[config.mk]
export PLATFORM = sky130hd
export DESIGN_NAME = seven_seg_scanner
export DESIGN_NICKNAME = d
export VERILOG_FILES = /design/src/rtl/seven_seg_scanner.sv
export SDC_FILE = /design/constraint.sdc
export NUM_CORES = 1
export LEC_CHECK = 0
export BUFFER_PORTS_ARGS = -buffer_cell sky130_fd_sc_hd__buf_2
export CORE_UTILIZATION = 52
export DETAILED_ROUTE_END_ITERATION = 8
export GPL_ROUTABILITY_DRIVEN = 0
export PLACE_DENSITY = 0.75
export SLEW_MARGIN = 0
export SYNTH_ARGS = -nofsm -noshare
export SYNTH_HDL_FRONTEND = slang
export SYNTH_SLANG_ARGS = --single-unit
[constraint.sdc]
create_clock -name clk -period 2.53 [get_ports clk]
set_input_delay 0.506 -clock clk [delete_from_list [all_inputs] [get_ports clk]]
set_output_delay 0.506 -clock clk [all_outputs]
set_load 0.1 [all_outputs]
[src/rtl/seven_seg_scanner.sv]
// Time-multiplexed common-anode 4-digit seven-segment scanner with frame-coherent digit capture,
// per-digit blink and a frame tick. Optional leading-zero blanking: SEG_LEADING_ZERO_BLANK_EN.
module seven_seg_scanner #(
  parameter int unsigned SCAN_DIV     = 50000,
  parameter int unsigned BLINK_FRAMES = 125
) (
  input  logic        clk,
  input  logic        reset,
  input  logic [15:0] Qdata,
  input  logic [3:0]  blink,
  output logic [3:0]  an_n,
  output logic [6:0]  seg_n,
  output logic        frame_tick
);

  localparam int unsigned PcW = $clog2(SCAN_DIV);
  localparam int unsigned FcW = (BLINK_FRAMES > 1) ? $clog2(BLINK_FRAMES) : 1;
  localparam logic [PcW-1:0] PcLast = PcW'(SCAN_DIV - 1);
  localparam logic [FcW-1:0] FcLast = FcW'(BLINK_FRAMES - 1);

  logic [PcW-1:0] pc_q, pc_d;
  logic [1:0]     idx_q, idx_d;
  logic [FcW-1:0] fc_q, fc_d;
  logic           phase_q, phase_d;
  logic [15:0]    shadow_data_q, shadow_data_d;
  logic [3:0]     shadow_blink_q, shadow_blink_d;
  logic [3:0]     an_n_q, an_n_d;
  logic [6:0]     seg_n_q, seg_n_d;
  logic           frame_tick_q, frame_tick_d;

  logic        load;
  logic        pc_wrap;
  logic        frame_end;
  logic [15:0] cur_data;
  logic [3:0]  cur_blink;
  logic [3:0]  nibble;
  logic        blink_blank;
  logic        zero_blank;
  logic        blank;

  function automatic logic [6:0] decode(input logic [3:0] v);
    logic [6:0] s;
    case (v)
      4'd0:    s = 7'h40;
      4'd1:    s = 7'h79;
      4'd2:    s = 7'h24;
      4'd3:    s = 7'h30;
      4'd4:    s = 7'h19;
      4'd5:    s = 7'h12;
      4'd6:    s = 7'h02;
      4'd7:    s = 7'h78;
      4'd8:    s = 7'h00;
      4'd9:    s = 7'h10;
      default: s = 7'h3F;
    endcase
    return s;
  endfunction

  // Scan position and blink phase
  always_comb begin
    load      = (pc_q == '0) && (idx_q == 2'd0);
    pc_wrap   = (pc_q == PcLast);
    frame_end = pc_wrap && (idx_q == 2'd3);

    pc_d  = pc_wrap ? '0 : pc_q + 1'b1;
    idx_d = pc_wrap ? idx_q + 2'd1 : idx_q;

    fc_d    = fc_q;
    phase_d = phase_q;
    if (frame_end) begin
      if (fc_q == FcLast) begin
        fc_d    = '0;
        phase_d = ~phase_q;
      end else begin
        fc_d = fc_q + 1'b1;
      end
    end
  end

  // Live inputs are used in the load cycle so digit0 appears without an extra cycle of latency.
  always_comb begin
    shadow_data_d  = load ? Qdata : shadow_data_q;
    shadow_blink_d = load ? blink : shadow_blink_q;
    cur_data       = load ? Qdata : shadow_data_q;
    cur_blink      = load ? blink : shadow_blink_q;

    nibble      = cur_data[3:0];
    blink_blank = 1'b0;
    zero_blank  = 1'b0;
    unique case (idx_q)
      2'd0: begin
        nibble      = cur_data[3:0];
        blink_blank = cur_blink[0];
      end
      2'd1: begin
        nibble      = cur_data[7:4];
        blink_blank = cur_blink[1];
`ifdef SEG_LEADING_ZERO_BLANK_EN
        zero_blank  = (cur_data[15:4] == 12'h000);
`endif
      end
      2'd2: begin
        nibble      = cur_data[11:8];
        blink_blank = cur_blink[2];
`ifdef SEG_LEADING_ZERO_BLANK_EN
        zero_blank  = (cur_data[15:8] == 8'h00);
`endif
      end
      2'd3: begin
        nibble      = cur_data[15:12];
        blink_blank = cur_blink[3];
`ifdef SEG_LEADING_ZERO_BLANK_EN
        zero_blank  = (cur_data[15:12] == 4'h0);
`endif
      end
      default: begin
        nibble      = cur_data[3:0];
        blink_blank = 1'b0;
      end
    endcase

    blank = (blink_blank && phase_q) || zero_blank;

    an_n_d       = blank ? 4'b1111 : ~(4'b0001 << idx_q);
    seg_n_d      = blank ? 7'h7F : decode(nibble);
    frame_tick_d = frame_end;
  end

  always_ff @(posedge clk) begin
    if (reset) begin
      pc_q           <= '0;
      idx_q          <= 2'd0;
      fc_q           <= '0;
      phase_q        <= 1'b0;
      shadow_data_q  <= 16'h0000;
      shadow_blink_q <= 4'h0;
      an_n_q         <= 4'b1111;
      seg_n_q        <= 7'h7F;
      frame_tick_q   <= 1'b0;
    end else begin
      pc_q           <= pc_d;
      idx_q          <= idx_d;
      fc_q           <= fc_d;
      phase_q        <= phase_d;
      shadow_data_q  <= shadow_data_d;
      shadow_blink_q <= shadow_blink_d;
      an_n_q         <= an_n_d;
      seg_n_q        <= seg_n_d;
      frame_tick_q   <= frame_tick_d;
    end
  end

  assign an_n       = an_n_q;
  assign seg_n      = seg_n_q;
  assign frame_tick = frame_tick_q;

endmodule

== Yosys cells after proc, flatten, opt, wreduce, memory -nomap -nowiden ==
Memories as Yosys holds them, arrays and structs flattened. A register that Yosys moved wholly into a read port is not among the register bits.
Index checks and enable logic that the tools add are counted.
Word-level totals
  memories kept: 1
  bits of input ports: 22
  output and inout bits: 12
  word-level logic and storage cells: 33
  bits in registers: 51
  bits in read-only memories: 112
Operators by class
  shift operators: 1
  $add $sub $neg: 3
  equality and inequality tests: 5
  reductions and logical operators: 8
  mux-type cells: 5
  bitwise gates (word level): 2
Memories
  (name not given): words 16, width 7, read ports 1, clocked after memory_dff 1, write ports 0, line 43  | case (v)
Operator list (number)
  16-bit by 1-bit adder with 16-bit output (second input constant): 1
  16-bit == test (second input constant): 1
  16-bit logical NOT: 1
  16-bit 2-to-1 mux: 1
  4-bit one-hot mux with 4 select lines: 1
  7-bit by 1-bit adder with 7-bit output (second input constant): 1
  7-bit == test (second input constant): 1
  7-bit 2-to-1 mux: 1
  2-bit == test (second input constant): 2
  4-bit 2-to-1 mux: 1
  4-bit NOT: 1
  1-bit one-hot mux with 4 select lines: 1
  2-bit OR reduction: 2
  1-bit by 2-bit << shifter with 4-bit output (first input constant): 1
  1-bit logical AND: 3
  2-bit by 1-bit adder with 2-bit output (second input constant): 1
  2-bit by 1-bit == test with 1-bit output (second input constant): 1
  2-bit logical NOT: 1
  2-bit AND reduction: 1
  1-bit NOT: 1

== Logic depth before layout (Yosys ltp) ==
Gate-level depths: netlist of run 1.
  word-level depth: 6
  mapped depth: 13
  gate-level depth less buffers: 11

== Worst setup path after synthesis of run 1 ==
Ideal clock, no wire load.
  path type: reg-to-reg
  from: reg pc_q[15]
  to: reg seg_n_q[3] (netlist: seg_n[3])
  buffers on the path: 1
  setup time: 0.093 ns
  period minus slack after synthesis: 2.434 ns
  arrival: 2.341 ns
  required time: 2.437 ns
  setup slack: 0.096 ns
  stages on the path, launching flop included: 11
  path through: dfxtp_1 > nor4_4 > nand4_2 > buf_4 > nor2_4 > mux2i_1 > o22ai_1 > nor2_1 > ha_1 > and2_4 > o311ai_2
On the way
  cells in the longest elaborated chain, start to end: 6
  elaborated cells on any way between the ends: 8
  those cells by class: mux: 4; reduce/logical: 4
Ends and longest elaborated chain
  start, declared: line 21  | logic [PcW-1:0] pc_q, pc_d;
  start signal, assigned: line 141  | pc_q <= pc_d;
  16-bit logical NOT *: line 61  | load = (pc_q == '0) && (idx_q == 2'd0);
  1-bit logical AND *: line 61
  4-bit 2-to-1 mux: line 85  | cur_blink = load ? blink : shadow_blink_q;
  1-bit one-hot mux with 4 select lines: line 90  | unique case (idx_q)
  1-bit logical AND: line 122  | blank = (blink_blank && phase_q) || zero_blank;
  2-bit OR reduction (no line)
  end, declared: line 28  | logic [6:0] seg_n_q, seg_n_d;
Every way passes the cells marked *; elsewhere a longest branch is shown, timed or not.
A chain may end at the register's enable or synchronous reset.

== Worst setup path after layout of run 1 ==
Ends and elaborated chain as after synthesis.

==> qor.csv, run 1 <==
stage,metric,value,unit
status,status,completed,
timing,max_freq,0.400,GHz
cts,cts_tree,done,
place,io_buffer_count,33,
route,drc_errors,0,
power,leakagePower,1.41,nW
global_routing,grt_max_degree,23,
worst_setup_path,start_kind,flip-flop,
synth,synth.distinct_cells,52,
die,fp.dieH,76.0,um
timing,tightest_slew,0.495,ns
timing,min_period_over_period,98.8,%
synth,synth-seq-area-share,40.8,%
global_routing,antenna_found_initial,0,
global_routing,first_global_vias,2350,
global_routing,grt_pass1_wl,10400,um
worst_setup_path,r2r_setup_slack,0.03,ns
worst_setup_path,critPathKind,reg2reg,
synth,yosys_most_used_dff,dfxtp_1,
timing,grt_setup_unrepaired,true,
die,rows,26,
finish,multiInputGateArea,1600,um2
timing,period_needed,2.50,ns
power,peakVddDrop,0.512,mV
route,drtPass1Iterations,4,
cts,cts_root_buf,clkbuf_8,
cts,cts_sinks,58,
die,start_util,55.0,%
timing,fin_setup_tns,0,ns
timing,final.setup_skew,0.0102,ns
synth,syn_inst,313,
synth,synth.avg_cell_area,9.09,um2
cts,numCtsBuffers,9,
die,io_pins,34,
place,pre_cts_ws,-0.00421,ns
finish,seq_area,1160,um2
synth,synth_warnings,0,
synth,syn_area,2840,um2
die,fp.coreArea,5170,um2
synth,synth-seq-cells,58,
route,wire_per_inst,14.1,um
cts,clk_path_buf_depth,2,
worst_setup_path,worstSetupEndpointType,flip-flop,
cts,htree_levels,3,
die,die-area,5770,um2
power,cellPowerDensity,651,nW/um2
timing,worst_slack,0.0304,ns
finish,diodes,0,
finish,drive_gt1_share,28.8,%
hold_path,min_path_type,in2reg,
timing,hold_viol,0,
place,dpl.hpwl,4480,um
cts,cts.reportedPaths.clkPinSlew,0.06,ns
worst_setup_path,crit_required,2.73,ns
route,drt_iter0_drc,80,
route,wirelength,6330,um
cts,clk_latency,0.33,ns
worst_setup_path,crit_arrival,2.70,ns
route,vias_per_cell,5.39,
global_routing,grt-ovfl-total,0,
finish,syn2layout_area_growth,23.2,%
cts,holdBufCountCts,0,
synth,synth-edff-count,0,
die,die_w,76.0,um
synth,synthesis.nets,350,
route,postRouteAntennaNets,0,
worst_setup_path,worst-path-max-fanout,8,
flow_run,max-cap-violations,0,
timing,finalSetupViolCount,0,
finish,num-fill-cells,409,
route,vias,2418,
timing,finalMaxSlewViolations,0,
global_routing,grt_use_total,22.8,%
timing,relSlewSlack,67.2,%
synth,ys_async_sr_fraction,0,%
finish,nets,413,
-- stage by stage --
step | hold slack [ns] | instance area [um2] | utilization [%] | power, mW | std cells
after floorplan | 0.426 | 2840 | - | 1.44 | 313
after global placement | 0.447 | 3160 | 61.2 | 1.52 | 423
after detailed placement | 0.450 | 3160 | 61.2 | 1.53 | 423
after CTS | 0.435 | 3350 | 64.8 | 2.24 | 439
after global routing | 0.444 | 3500 | 67.7 | 2.38 | 449
final | 0.449 | 3500 | 67.7 | 2.28 | 449
-- routing by layer --
metal  part of all wire, %  GRT usage, %
met1                    44          24.9
met5                     0             0
met3                   3.4          8.19
met4                   2.5          9.04
met2                    50          40.2
-- kinds of logic (layout without fill, tap and decap cells) --
logic type | count (synthesis) | after routing | share of synthesized area (%)
flip-flops | 58 | 58 | 40.8
XOR/XNOR | 21 | 21 | 6.47
adder cells (fa/ha/maj) | 15 | 15 | 6.60
AND/OR/NAND/NOR | 117 | 117 | 21.7
buffers and inverters | 28 | 94 | 5.81
AO/OA/AOI/OAI | 66 | 66 | 15.8
multiplexers | 8 | 8 | 2.82
-- where the power goes --
group | leakage [nW] | total (mW) | internal [mW] | switching (mW)
clock | 0.0810 | 0.701 | 0.367 | 0.334
sequential | 0.476 | 0.994 | 0.976 | 0.0181
combinational | 0.854 | 0.588 | 0.184 | 0.404
total | 1.41 | 2.28 | 1.53 | 0.756
-- worst max-delay path, cell delays in order (launching register included) --
cell      delay [ns]
dfxtp_2         0.33
nor4_4          0.35
nand4_4         0.21
buf_6           0.20
buf_4           0.14
o21ai_4         0.13
a21oi_2         0.07
o41a_1          0.47
buf_4           0.18
o21ai_4         0.17
o311ai_2        0.12
-- registers in the layout, indices dropped and copies added (netlist names) --
register / flops
an_n: 4
fc_q: 7
frame_tick: 1
idx_q: 2
pc_q: 16
phase_q: 1
seg_n: 7
shadow_blink_q: 4
shadow_data_q: 16
-- placed cells by master, fill, tap and decap left out, types with 8 or more instances in the layout --
cell       n
ha_1      14
clkbuf_8  10
nand2_1   20
a21oi_1   21
inv_1     14
dfxtp_1   56
xor2_1     8
xnor2_1   13
buf_2     33
buf_4     27
o21ai_1   10
nand3_1   25
nor2_1    37
-- area by class of cell --
| class | count | area share, % |
|---|---|---|
| multi-input cells | 227 | 45.5 |
| flip-flops and latches | 58 | 33.2 |
| repair buffers | 65 | 12.6 |
| clock buffers | 11 | 4.04 |
| well taps | 70 | 2.50 |
| inverters | 15 | 1.61 |
| clock inverters | 3 | 0.500 |
-- Yosys cell counts (2+ instances only) --
library cell	count	share of area (%)
nand3_1	26	4.6
a21boi_1	2	0.53
nand2_1	20	2.6
xnor2_1	13	4.0
nor2_1	38	5.0
clkbuf_1	5	0.66
dfxtp_1	58	41
o21ai_1	4	0.70
ha_1	15	6.6
buf_4	4	1.1
a21oi_1	24	4.2
o211ai_1	2	0.53
nor4_4	3	2.2
buf_6	2	0.79
mux2i_1	8	2.8
nor3_1	5	0.88
inv_1	14	1.8
xor2_1	8	2.5
o21ai_0	13	2.3
o311ai_1	2	0.62
or3_1	3	0.66
and2_1	2	0.44
a21boi_0	3	0.79
and3_1	6	1.3
nand4_1	4	0.88
o21a_1	3	0.79
-- worst paths after layout --
kind	startpoint	to	cells past startpoint
worst max-delay path	pc_q[15]	seg_n[3]	10
worst min-delay path	Qdata[0]	shadow_data_q[0]	3
worst max register to register	pc_q[15]	seg_n[3]	10
worst min register to register	pc_q[0]	pc_q[0]	1
-- what timing repair did --
action                                  in CTS  in global routing
endpoints found under the hold margin        0                  0
buffers inserted                             2                 10
pin swaps                                    2                 12
endpoints found under the setup margin       3                  7
gates resized for setup                      5                 27
No activity file was read; power rests on OpenSTA's default activity.
==> run 2, diff against run 1 <==
--- a/config.mk
+++ b/config.mk
@@ -6,10 +6,11 @@
 export NUM_CORES = 1
 export LEC_CHECK = 0
 export BUFFER_PORTS_ARGS = -buffer_cell sky130_fd_sc_hd__buf_2
-export CORE_UTILIZATION = 52
+export CORE_UTILIZATION = 54
+export CTS_BUF_LIST = sky130_fd_sc_hd__clkbuf_8
 export DETAILED_ROUTE_END_ITERATION = 8
 export GPL_ROUTABILITY_DRIVEN = 0
-export PLACE_DENSITY = 0.75
+export PLACE_DENSITY = 0.78
 export SLEW_MARGIN = 0
 export SYNTH_ARGS = -nofsm -noshare
 export SYNTH_HDL_FRONTEND = slang
==> run 2 against run 1 <==
Compared with the run above: the run now ends with setup timing left; routed wire length increased by 2.8%; sequential power about the same; non-clock buffer count decreased by 5; global-route usage increased by 0.72 points; power increased by 6.2%; critical endpoint is now seg_n[4].
==> qor.csv, run 2 (synthesized netlist as in run 1, its figures left out) <==
stage,metric,value,unit,change
status,status,finished with violations,,was completed
status,violations,setup timing,,
worst_setup_path,crit_arrival,2.75,ns,was 2.70 ns
cts,clk_latency,0.34,ns,was 0.33 ns
worst_setup_path,r2r_setup_slack,-0.008,ns,was 0.03 ns
global_routing,grt_pass1_wl,9700,um,was 10400 um
route,wirelength,6510,um,was 6330 um
die,rows,26,,unchanged
global_routing,antenna_found_initial,0,,unchanged
timing,hold_viol,0,,unchanged
finish,num-fill-cells,389,,was 409
cts,holdBufCountCts,0,,unchanged
power,peakVddDrop,0.444,mV,was 0.512 mV
finish,drive_gt1_share,28.9,%,was 28.8%
timing,period_needed,2.54,ns,was 2.50 ns
die,die-area,5560,um2,was 5770 um2
power,seqPwrFrac,41.1,%,was 43.5%
place,dpl.hpwl,4290,um,was 4480 um
timing,tightest_slew,0.529,ns,was 0.495 ns
timing,grt_setup_unrepaired,true,,unchanged
power,clock_power_share,35.0,%,was 30.7%
global_routing,grt_use_total,23.6,%,was 22.8%
power,power_frac_comb,23.9,%,was 25.7%
die,start_util,56.0,%,was 55.0%
power,leakagePower,1.41,nW,about the same
power,p_int,1.65,mW,was 1.53 mW
timing,min_period_over_period,100,%,was 98.8%
timing,max_freq,0.394,GHz,was 0.400 GHz
timing,finalMaxSlewViolations,0,,unchanged
global_routing,grt_max_degree,29,,was 23
die,io_pins,34,,unchanged
timing,final.setup_skew,0.00852,ns,was 0.0102 ns
power,finalPower,2.42,mW,was 2.28 mW
power,cellPowerDensity,690,nW/um2,was 651 nW/um2
power,p_switching,0.776,mW,was 0.756 mW
worst_setup_path,worst-path-max-fanout,5,,was 8
cts,clk_path_buf_depth,2,,unchanged
hold_path,min_to,shadow_data_q[1],,was shadow_data_q[0]
route,drt_iter0_drc,204,,was 80
worst_setup_path,r2r-end,seg_n[4],,was seg_n[3]
finish,biggestRegsByFlops,"pc_q (16), shadow_data_q (16)",,unchanged
hold_path,whs_path_depth,3,,unchanged
cts,cts_sinks,58,,unchanged
finish,syn2layout_area_growth,23.6,%,was 23.2%
timing,relSlewSlack,64.7,%,was 67.2%
route,wire_per_inst,14.6,um,was 14.1 um
worst_setup_path,worstReg2RegStart,pc_q[2],,was pc_q[15]
finish,mostFrequentLayoutCells,"dfxtp_1 (57), nor2_1 (37), buf_2 (33), nand3_1 (26), buf_4 (24)",,"was dfxtp_1 (56), nor2_1 (37), buf_2 (33), buf_4 (27), nand3_1 (25)"
power,switching_share,32.0,%,was 33.1%
route,drc_errors,0,,unchanged
route,drtPass1Iterations,4,,unchanged
place,io_buffer_count,33,,unchanged
route,vias,2479,,was 2418
cts,cts_root_buf,clkbuf_8,,unchanged
place,post_dp_cell_area,3160,um2,about the same
global_routing,first_global_vias,2181,,was 2350
hold_path,worstHoldStart,Qdata[1],,was Qdata[0]
route,postRouteAntennaNets,0,,unchanged
route,vias_per_cell,5.55,,was 5.39
worst_setup_path,critPathKind,reg2reg,,unchanged
die,fp.coreArea,5070,um2,was 5170 um2
flow_run,max-cap-violations,0,,unchanged
finish,fin_area,3520,um2,was 3500 um2
hold_path,min_path_type,in2reg,,unchanged
cts,cts_tree,done,,unchanged
die,fp.dieH,74.6,um,was 76.0 um
worst_setup_path,crit_required,2.75,ns,was 2.73 ns
timing,worst_slack,-0.00830,ns,was 0.0304 ns
die,die_w,74.6,um,was 76.0 um
finish,mostFrequentLayoutCell,dfxtp_1,,unchanged
worst_setup_path,worstSetupEndpointType,flip-flop,,unchanged
worst_setup_path,start_kind,flip-flop,,unchanged
timing,finalSetupViolCount,2,,was 0
cts,numCtsBuffers,9,,unchanged
worst_setup_path,worstRegToRegCells,11,,was 10
cts,cts.reportedPaths.clkPinSlew,0.06,ns,about the same
global_routing,grt-ovfl-total,0,,unchanged
cts,htree_levels,3,,unchanged
finish,diodes,0,,unchanged
finish,nets,409,,was 413
==> run 2: changes by cell type in the layout (fill, tap and decap cells not counted), sizes merged <==
cell / before / now
bufinv: 0 / 1
inv: 15 / 18
clkinvlp: 1 / 0
nand4: 5 / 6
clkinv: 2 / 1
buf: 65 / 60
==> run 2: area by class of cell <==
type,count,area [um2],share of cell area (%)
sequential,58,1160,33.1
clock buffer,11,151,4.31
multi-input combinational,228,1620,46.1
inverter,15,56.3,1.60
timing repair buffer,60,388,11.0
clock inverter,5,46.3,1.32
tap,70,87.6,2.49
==> run 2: metrics by stage <==
step | TNS (ns) | hold slack (ns) | util (%) | std cells | worst slack (ns)
after floorplan | 0 | 0.426 | - | 313 | 0.0955
after global placement | 0 | 0.445 | 62.2 | 424 | 0.0389
after detailed placement | -0.108 | 0.466 | 62.2 | 424 | -0.0603
after CTS | 0 | 0.427 | 66.4 | 440 | 0.0236
after global routing | -0.380 | 0.442 | 69.3 | 447 | -0.0914
final | -0.0160 | 0.446 | 69.3 | 447 | -0.00830
==> run 2: worst max-delay path by stage <==
stage               startpoint  endpoint  slack, ns  cells past startpoint
CTS                   pc_q[15]  seg_n[3]       0.02                      8
detailed placement    pc_q[15]  seg_n[3]      -0.06                      8
global placement      pc_q[15]  seg_n[3]       0.04                      8
global route           pc_q[2]  seg_n[4]      -0.09                     11
finish                 pc_q[2]  seg_n[4]     -0.008                     11
floorplan             pc_q[15]  seg_n[3]        0.1                     10
==> run 2: repair_timing <==
| item | CTS | global route |
|---|---|---|
| pin swaps | 0 | 11 |
| cloned | 0 | 1 |
| buffers inserted | 0 | 6 |
| endpoints found under the setup margin | 7 | 7 |
| gates resized for setup | 5 | 28 |
==> run 2: layer usage <==
metal	up-vias	track usage, %	routed length (um)
li1	1215	-	-
met1	1177	28.1	2770
met2	77	39.7	3270
met3	10	7.59	358
met4	0	8.18	114
met5	-	0	0
==> run 2: power groups by stage <==
stage / Combinational (mW) / Clock [mW] / Sequential (mW)
2_1_floorplan: 0.215 / 0 / 1.22
5_1_grt: 0.614 / 0.913 / 1.00
6_report: 0.580 / 0.849 / 0.995
3_3_place_gp: 0.509 / 0 / 1.01
4_1_cts: 0.522 / 0.870 / 0.994
3_5_place_dp: 0.515 / 0 / 1.01
==> run 2: critical path, stage by stage, from the launching register on <==
cell      delay, ns
dfxtp_4        0.36
nor4_4         0.25
buf_4          0.19
nand4_4        0.17
buf_6          0.18
o21ai_4        0.15
a21oi_2        0.09
o41ai_4        0.42
ha_1           0.26
o311ai_0       0.16
o31ai_1        0.10
a22oi_1        0.09
==> run 3, diff against run 2 <==
--- a/config.mk
+++ b/config.mk
@@ -6,6 +6,7 @@
 export NUM_CORES = 1
 export LEC_CHECK = 0
 export BUFFER_PORTS_ARGS = -buffer_cell sky130_fd_sc_hd__buf_2
+export CORE_ASPECT_RATIO = 0.9
 export CORE_UTILIZATION = 54
 export CTS_BUF_LIST = sky130_fd_sc_hd__clkbuf_8
 export DETAILED_ROUTE_END_ITERATION = 8
==> run 3 against run 2 <==
Compared with the run above: the run still ends with setup timing left; worst hold slack got worse by 0.0069 ns; sequential share of layout area decreased by 0.35 points; sequential power about the same; clock power increased by 8.2%; final cell count decreased by 0.45%; setup slack got worse by 0.014 ns; utilization increased by 2.4 points; power increased by 3.9%; largest power group unchanged.
==> qor.csv, run 3 (synthesized netlist as in run 1, its figures left out) <==
stage,metric,value,unit,change
cts,cts_sinks,58,,unchanged
global_routing,grt-ovfl-total,0,,unchanged
timing,min_period_over_period,101,%,was 100%
route,topRoutingLayerUsed,met4,,unchanged
finish,mostFrequentLayoutCell,dfxtp_1,,unchanged
finish,biggestRegsByFlops,"pc_q (16), shadow_data_q (16)",,unchanged
timing,final.setup_skew,0.0131,ns,was 0.00852 ns
route,route.met2.wl,3450,um,was 3270 um
finish,mostFrequentLayoutCells,"dfxtp_1 (56), nor2_1 (36), buf_2 (33), nand3_1 (26), buf_4 (24)",,"was dfxtp_1 (57), nor2_1 (37), buf_2 (33), nand3_1 (26), buf_4 (24)"
die,die-area,5560,um2,about the same
power,clock_power_share,36.5,%,was 35.0%
power,p_switching,0.814,mW,was 0.776 mW
status,violations,setup timing,,unchanged
timing,fin_setup_tns,-0.0692,ns,was -0.0160 ns
global_routing,grt_max_degree,19,,was 29
finish,fin_cells,445,,was 447
route,postRouteAntennaNets,0,,unchanged
global_routing,first_global_vias,2411,,was 2181
power,leakagePower,1.44,nW,was 1.41 nW
hold_path,min_to,shadow_blink_q[0],,was shadow_data_q[1]
place,pre_cts_ws,-0.0594,ns,was -0.0603 ns
worst_setup_path,worst-path-max-fanout,7,,was 5
hold_path,min_path_type,in2reg,,unchanged
timing,worst_slack,-0.0226,ns,was -0.00830 ns
worst_setup_path,crit_required,2.79,ns,was 2.75 ns
cts,numCtsBuffers,9,,unchanged
timing,holdWs,0.439,ns,was 0.446 ns
cts,clk_path_buf_depth,2,,unchanged
cts,cts_root_buf,clkbuf_8,,unchanged
place,dpl.hpwl,4530,um,was 4290 um
route,drc_errors,0,,unchanged
worst_setup_path,worstSetupEndpointType,flip-flop,,unchanged
power,peakVddDrop,0.481,mV,was 0.444 mV
timing,hold_viol,0,,unchanged
worst_setup_path,start_kind,flip-flop,,unchanged
worst_setup_path,worstRegToRegCells,9,,was 11
worst_setup_path,critPathKind,reg2reg,,unchanged
die,start_util,57.4,%,was 56.0%
timing,finalMaxSlewViolations,0,,unchanged
finish,nets,412,,was 409
hold_path,whs_path_depth,3,,unchanged
hold_path,worstHoldStart,blink[0],,was Qdata[1]
die,fp.dieH,70.8,um,was 74.6 um
timing,grt_setup_unrepaired,true,,unchanged
die,io_pins,34,,unchanged
cts,cts.reportedPaths.clkPinSlew,0.07,ns,was 0.06 ns
route,vias,2567,,was 2479
route,drtPass1Iterations,5,,was 4
die,fp.coreArea,4950,um2,was 5070 um2
place,dp.cells,416,,was 424
global_routing,grt_pass1_wl,10500,um,was 9700 um
worst_setup_path,worstReg2RegStart,pc_q[7],,was pc_q[2]
timing,period_needed,2.55,ns,was 2.54 ns
worst_setup_path,r2r-end,seg_n[3],,was seg_n[4]
place,io_buffer_count,33,,unchanged
power,seqPwrFrac,39.5,%,was 41.1%
cts,cts_tree,done,,unchanged
route,drt_iter0_drc,215,,was 204
cts,htree_levels,3,,unchanged
finish,syn2layout_area_growth,24.8,%,was 23.6%
route,wl_met1,2850,um,was 2770 um
power,p_int,1.70,mW,was 1.65 mW
timing,finalSetupViolCount,5,,was 2
status,status,finished with violations,,unchanged
timing,relSlewSlack,65.5,%,was 64.7%
cts,clk_latency,0.34,ns,about the same
die,die_w,78.5,um,was 74.6 um
power,cellPowerDensity,709,nW/um2,was 690 nW/um2
route,wl_met3,592,um,was 358 um
power,power_frac_comb,24.0,%,was 23.9%
route,wirelength,7050,um,was 6510 um
die,rows,24,,was 26
timing,max_freq,0.392,GHz,was 0.394 GHz
finish,diodes,0,,unchanged
global_routing,grt_use_total,24.5,%,was 23.6%
flow_run,max-cap-violations,0,,unchanged
finish,drive_gt1_share,30.8,%,was 28.9%
timing,tightest_slew,0.517,ns,was 0.529 ns
global_routing,antenna_found_initial,0,,unchanged
route,wire_per_inst,15.8,um,was 14.6 um
power,switching_share,32.3,%,was 32.0%
route,vias_per_cell,5.77,,was 5.55
worst_setup_path,crit_arrival,2.81,ns,was 2.75 ns
worst_setup_path,r2r_setup_slack,-0.02,ns,was -0.008 ns
-- run 3: cell types whose count changed in the layout (fill, tap and decap cells not counted), moves of 2 or more --
cell      delta
buf_6        +2
clkbuf_8     -2
dfxtp_2      +2
nor3_1       -2
nor3_2       +2
o21ai_2      +2
-- run 3: final cells by class --
class	instances	area (um2)
clock inverter	7	86.3
fill	353	1410
inverter	15	58.8
sequential	58	1160
multi-input combinational	229	1630
tap	65	81.3
timing repair buffer	62	410
clock buffer	9	124
-- run 3: how the worst max path moves through the flow --
stage	end	startpoint	slack (ns)	cells after the start
floorplan	seg_n[3]	pc_q[15]	0.1	10
global placement	seg_n[3]	pc_q[15]	0.05	8
detailed placement	seg_n[3]	pc_q[15]	-0.06	8
CTS	seg_n[3]	pc_q[15]	0.03	9
global route	seg_n[3]	pc_q[7]	-0.13	9
finish	seg_n[3]	pc_q[7]	-0.02	9
-- run 3: stage by stage --
stage	utilization, %	total power [mW]	area [um2]
finish	71.6	2.52	3550
detailed placement	63.2	1.54	3130
CTS	67.8	2.45	3360
global route	71.6	2.61	3550
floorplan	-	1.44	2840
global placement	63.2	1.52	3130
-- run 3: per-layer routing --
| metal | GRT usage (%) | up-vias |
|---|---|---|
| met5 | 0 | - |
| met1 | 28.5 | 1210 |
| li1 | - | 1218 |
| met2 | 41.6 | 120 |
| met4 | 9.47 | 0 |
| met3 | 8.39 | 19 |
-- run 3: timing repair --
action	CTS	global route
setup buffers	1	10
gates cloned	0	2
setup endpoints to repair	6	13
pin swaps	1	11
gates resized for setup	4	34
hold buffers	0	0
-- run 3: power groups by stage --
stage | clock (mW) | combinational, mW | sequential, mW
after detailed placement | 0 | 0.523 | 1.01
after CTS | 0.926 | 0.533 | 0.993
after global placement | 0 | 0.511 | 1.01
final | 0.919 | 0.603 | 0.995
after global routing | 0.973 | 0.632 | 1.00
after floorplan | 0 | 0.215 | 1.22
-- run 3: critical path, stage by stage (launching register included) --
cell,delay (ns)
dfxtp_1,0.34
nor3_2,0.44
nand2_4,0.18
nor2_4,0.22
mux2i_2,0.31
o22ai_2,0.15
nor2_2,0.18
ha_1,0.26
and2_4,0.15
o311ai_4,0.23
